$ cat src/rtl/pong_match_ctrl.sv
// Pong match sequencer: serve/play/pause/game-over flow, scores, match clock and result.
// All outputs are registered; transitions land on the clk edge after the triggering input.
module pong_match_ctrl #(
  parameter int WIN_SCORE     = 5,
  parameter int SERVE_FRAMES  = 60,
  parameter int PAUSE_FRAMES  = 90,
  parameter int TICKS_PER_SEC = 60,
  parameter int MATCH_SECONDS = 59
) (
  input  logic       clk,
  input  logic       reset,
  input  logic       refresh_tick,
  input  logic       start_btn,
  input  logic       p1_point,
  input  logic       p2_point,
  output logic       ball_enable,
  output logic       ball_recenter,
  output logic       serve_left,
  output logic [3:0] score_p1,
  output logic [3:0] score_p2,
  output logic [5:0] seconds_left,
  output logic [2:0] state,
  output logic       game_over,
  output logic [1:0] winner
);

  localparam int MAX_FRAMES = (SERVE_FRAMES > PAUSE_FRAMES) ? SERVE_FRAMES : PAUSE_FRAMES;
  localparam int FW = $clog2(MAX_FRAMES + 1);
  localparam int PW = $clog2(TICKS_PER_SEC + 1);

  typedef enum logic [2:0] {
    IDLE        = 3'd0,
    SERVE_WAIT  = 3'd1,
    PLAY        = 3'd2,
    POINT_PAUSE = 3'd3,
    GAME_OVER   = 3'd4
  } state_t;

  state_t        st;
  logic [FW-1:0] frame_cnt;
  logic [PW-1:0] presc;

  logic       p1_only, p2_only, presc_wrap, time_up, win;
  logic [3:0] nxt_p1, nxt_p2;

  function automatic logic [3:0] sat_inc(input logic [3:0] s);
    return (s == 4'd15) ? 4'd15 : s + 4'd1;
  endfunction

  function automatic logic [1:0] result(input logic [3:0] a, input logic [3:0] b);
    if (a > b)      return 2'b01;
    else if (b > a) return 2'b10;
    else            return 2'b11;
  endfunction

  assign state = st;

  // Point and clock-expiry decisions for the PLAY state, evaluated in the same cycle.
  always_comb begin
    p1_only    = p1_point && !p2_point;
    p2_only    = p2_point && !p1_point;
    presc_wrap = refresh_tick && (presc == PW'(TICKS_PER_SEC - 1));
    time_up    = presc_wrap && (seconds_left == 6'd1);
    nxt_p1     = p1_only ? sat_inc(score_p1) : score_p1;
    nxt_p2     = p2_only ? sat_inc(score_p2) : score_p2;
    win        = (p1_only && (nxt_p1 == 4'(WIN_SCORE))) ||
                 (p2_only && (nxt_p2 == 4'(WIN_SCORE)));
  end

  always_ff @(posedge clk or posedge reset) begin
    if (reset) begin
      st            <= IDLE;
      frame_cnt     <= '0;
      presc         <= '0;
      ball_enable   <= 1'b0;
      ball_recenter <= 1'b0;
      serve_left    <= 1'b1;
      score_p1      <= 4'd0;
      score_p2      <= 4'd0;
      seconds_left  <= 6'(MATCH_SECONDS);
      game_over     <= 1'b0;
      winner        <= 2'b00;
    end else begin
      ball_recenter <= 1'b0;
      case (st)
        IDLE: begin
          frame_cnt    <= '0;
          presc        <= '0;
          ball_enable  <= 1'b0;
          score_p1     <= 4'd0;
          score_p2     <= 4'd0;
          seconds_left <= 6'(MATCH_SECONDS);
          game_over    <= 1'b0;
          winner       <= 2'b00;
          if (start_btn) begin
            st            <= SERVE_WAIT;
            ball_recenter <= 1'b1;
          end
        end
        SERVE_WAIT: begin
          if (refresh_tick) begin
            if (frame_cnt == FW'(SERVE_FRAMES - 1)) begin
              st          <= PLAY;
              frame_cnt   <= '0;
              ball_enable <= 1'b1;
            end else begin
              frame_cnt <= frame_cnt + 1'b1;
            end
          end
        end
        PLAY: begin
          if (refresh_tick) begin
            if (presc_wrap) begin
              presc        <= '0;
              seconds_left <= seconds_left - 6'd1;
            end else begin
              presc <= presc + 1'b1;
            end
          end
          score_p1 <= nxt_p1;
          score_p2 <= nxt_p2;
          if (p1_only) serve_left <= 1'b0;
          if (p2_only) serve_left <= 1'b1;
          // A point landing on the final second is scored before the match closes.
          if (win || time_up) begin
            st          <= GAME_OVER;
            frame_cnt   <= '0;
            ball_enable <= 1'b0;
            game_over   <= 1'b1;
            winner      <= result(nxt_p1, nxt_p2);
          end else if (p1_point || p2_point) begin
            st          <= POINT_PAUSE;
            frame_cnt   <= '0;
            ball_enable <= 1'b0;
          end
        end
        POINT_PAUSE: begin
          if (refresh_tick) begin
            if (frame_cnt == FW'(PAUSE_FRAMES - 1)) begin
              st            <= SERVE_WAIT;
              frame_cnt     <= '0;
              ball_recenter <= 1'b1;
            end else begin
              frame_cnt <= frame_cnt + 1'b1;
            end
          end
        end
        GAME_OVER: begin
          if (start_btn) begin
            st           <= IDLE;
            frame_cnt    <= '0;
            score_p1     <= 4'd0;
            score_p2     <= 4'd0;
            seconds_left <= 6'(MATCH_SECONDS);
            game_over    <= 1'b0;
            winner       <= 2'b00;
          end
        end
        default: begin
          st          <= IDLE;
          frame_cnt   <= '0;
          ball_enable <= 1'b0;
        end
      endcase
    end
  end

endmodule
$ cat config.mk
export PLATFORM = sky130hd
export DESIGN_NAME = pong_match_ctrl
export DESIGN_NICKNAME = d
export VERILOG_FILES = /design/src/rtl/pong_match_ctrl.sv
export SDC_FILE = /design/constraint.sdc
export NUM_CORES = 1
export LEC_CHECK = 0
export BUFFER_PORTS_ARGS = -buffer_cell sky130_fd_sc_hd__buf_2
export CAP_MARGIN = 5
export CORE_MARGIN = 2
export CORE_UTILIZATION = 54
export CTS_CLUSTER_SIZE = 16
export DETAILED_ROUTE_END_ITERATION = 12
export HOLD_SLACK_MARGIN = 0.06
export MAX_ROUTING_LAYER = met4
export PLACE_DENSITY = 0.76
export SYNTH_ARGS = -nofsm -noshare
export SYNTH_HDL_FRONTEND = slang
export SYNTH_SLANG_ARGS = --single-unit
$ cat constraint.sdc
create_clock -name clk -period 2.6 [get_ports clk]
set_input_delay 0.52 -clock clk [delete_from_list [all_inputs] [get_ports clk]]
set_output_delay 0.52 -clock clk [all_outputs]
set_load 0.02 [all_outputs]
==> results by group <==
Detailed routing
  • Drc violations: 0
  • Routed Antenna Nets: 0
  • DRT iter0 DRCs: 117
  • Vias per Instance: 5.79
  • Via Count: 1,829
  • Wire length per cell: 14.7 um
  • WL final: 4650 um
  • Drt first pass iters: 4

Clock tree
  • Post-CTS sizing: 0
  • CTS Sinks: 36
  • Root buf cell: clkbuf_8
  • TritonCTS buffer count: 5
  • Clock transition at path regs: 0.07 ns
  • H-tree depth: 2
  • Postcts setup bufs: 0
  • Cts hold-fix bufs: 0
  • Clock Latency Late Sink: 0.28 ns
  • CTS Buffer Depth: 2
  • CTS tree: done

Logic synthesis
  • Cells after Synth: 230
  • Sequential area share after synthesis: 42.3%
  • Synth Flop Type: dfrtp_1
  • Yosys top cell by area: dfrtp_1
  • Yosys warnings: 0
  • Mapped cell area: 2150 sq um
  • Syn Nets: 250
  • #FFs+latches synth: 36
  • Synth unique cells: 42
  • Post-synth EDFFs: 0
  • Synthesized area per cell: 9.34 sq um
  • Top cells by area, synth: dfrtp_1, ha_1, dfstp_2, a21oi_1, nand2_1
  • Asr flop ratio synth: 100%
  • Post-synth top area share: 34.9%

Placed design
  • IO Port Bufs: 28
  • GPL Wtd Cong: 0.813
  • Post-DP HPWL: 3450 um
  • Placed Cells: 308
  • Post-Place Setup Slack: 0.159 ns

Final layout
  • Fillers: 329
  • Ant. Diodes: 0
  • Finished Layout Cells: 316
  • Register area: 908 sq um
  • Final nets: 287
  • Area grow syn2layout: 14.8%
  • Layout cell share with drive strength beyond 1: 22.4%
  • Area of the multi-input gates: 1180 sq um

Worst setup path
  • Worst-path maximum fanout: 7
  • Startpoint Class: flip-flop
  • Crit path largest cell delay: 0.57 ns
  • Kind of critical path: flip-flop to flip-flop
  • Worst Path Required: 2.77 ns
  • CP Capture Type: flip-flop
  • CP Data Arrival Time: 2.62 ns
  • Worst Path Buf+Inv: 0
  • CP Cell Sequence: ha_1, or4b_1, or4_1, o311a_2, a31o_4, mux2_4
  • Critical Path Slowest Stage Cell: dfstp_2
  • Delay-heaviest family, CP: simple AND/OR/NAND/NOR gates

Timing
  • Post-Route Skew: 0.00685 ns
  • Final Hold Viols: 0
  • Worst Max-Slew Pin Slew: 0.608 ns
  • Setup violations, final: 0
  • Worst relative slew slack: 58.9%
  • Setup TNS: 0 ns
  • RSZ-0062 raised after global routing: no
  • Period minus WS final: 2.45 ns
  • Final Cycle Share: 94.4%
  • Fmax: 408 MHz
  • Setup ws final: 0.146 ns
  • Final Max Slew Viols: 0

Global routing
  • Total track usage: 23.2%
  • Total grt overflow: 0
  • Initial antenna violation count: 0
  • Vias in the first global route: 1,680
  • First-pass GRT wire length: 7580 um
  • Pin count of the biggest net entering global routing: 37

Flow run
  • Max Cap Viol: 0

Floorplanning
  • Die H: 67.1 um
  • Core Region: 3740 sq um
  • Initial Util: 57.4%
  • Row cnt: 22
  • Die area: 4500 sq um
  • Die Width: 67.1 um
  • # IOs: 29

Min path
  • Hold Path Class: input pin to asynchronous set/reset pin

Pwr
  • Pwr/cell area: 704 nW/um^2
  • Leakage: 1.16 nW
  • Peak supply drop: 0.000437 V

Outcome
  • Status: finished, final reports clean
[cell usage in the layout (no fill, tap or decap), types with 5 or more instances in the layout]
cell and n:
a21oi_1 17, a22o_1 6, buf_2 28, buf_4 8, clkbuf_8 5, dfrtp_1 30
dfstp_2 6, ha_1 14, inv_1 10, nand2_1 21, nand2b_1 5, nand3_1 11
nand4_1 5, nor2_1 18, nor3_1 8, o21ai_0 15
[where the power goes]
part	switching, mW	total, mW	internal (mW)
clock	0.191	0.379	0.188
combinational	0.298	0.518	0.220
sequential	0.148	0.840	0.692
[synthesized netlist by cell type, types with 2 or more instances]
library cell,count
inv_1,10
or4_1,4
o2bb2ai_1,4
o21bai_1,2
dfstp_2,6
nand2_1,21
nor3_1,8
nor2b_1,4
nor4b_1,2
o22ai_1,3
o31ai_1,3
mux2_2,4
nor2_1,18
xnor2_1,2
ha_1,14
nand2b_1,5
a31oi_1,4
clkbuf_1,5
and4b_1,2
a22o_1,6
dfrtp_1,30
a21oi_1,17
o21ai_0,15
nand4_1,5
a21o_1,4
xor2_1,4
nand3_1,11
or2_2,3
[metrics by stage]
stage / hold slack, ns / utilization [%] / cell area, sq um / power, mW
final: 0.329 / 65.9 / 2470 / 1.74
after global routing: 0.366 / 65.9 / 2470 / 1.86
after CTS: 0.333 / 65.9 / 2470 / 1.75
after detailed placement: 0.478 / 63.7 / 2380 / 1.37
after global placement: 0.458 / 63.7 / 2380 / 1.34
after floorplan: 0.449 / - / 2150 / 1.19
[kinds of logic after synthesis]
family          Yosys count  synth area share, %
fa+ha+maj                14                 8.15
compound gates           64                 19.5
flops                    36                 42.3
buf+inv                  16                 2.85
mux                       6                 3.26
xor+xnor                  6                 2.45
simple gates             88                 21.5
[registers in the layout, summed over array words and instances, names as in the netlist, 2 cells and up]
signal / flops
score_p2: 4
seconds_left: 6
score_p1: 4
frame_cnt: 7
state: 3
winner: 2
presc: 6
[layout make-up]
class	instances	area share (%)
inverter	10	1.52
clock inverter	1	0.203
tap	48	2.44
sequential	36	36.8
clock buffer	7	3.09
timing repair buffer	36	8.12
multi-input combinational	178	47.8
[layer usage]
metal  part of all wire [%]  routed length (um)  GRT usage, %
met1                     48                2210          29.1
met2                     49                2260          37.6
met3                    2.2                 103          4.73
met4                    1.6                  76          7.65
met5                      0                   0             -
[path summary, 6_finish.rpt]
path,end,cells past startpoint,slack [ns],startpoint
setup / recovery,frame_cnt[1],6,0.15,seconds_left[0]
hold / removal,state[2],3,0.33,reset
setup reg to reg,frame_cnt[1],6,0.15,seconds_left[0]
hold reg to reg,game_over,1,0.49,game_over
max in group asynchronous,seconds_left[5],3,1.92,reset
min in group clk,game_over,1,0.49,game_over
[worst reg2reg max path, stage by stage (launching register included)]
cell and delay (ns):
dfstp_2 0.57, ha_1 0.14, or4b_1 0.41, or4_1 0.43
o311a_2 0.19, a31o_4 0.30, mux2_4 0.30
Note: power is estimated with default switching activity, not from simulation.
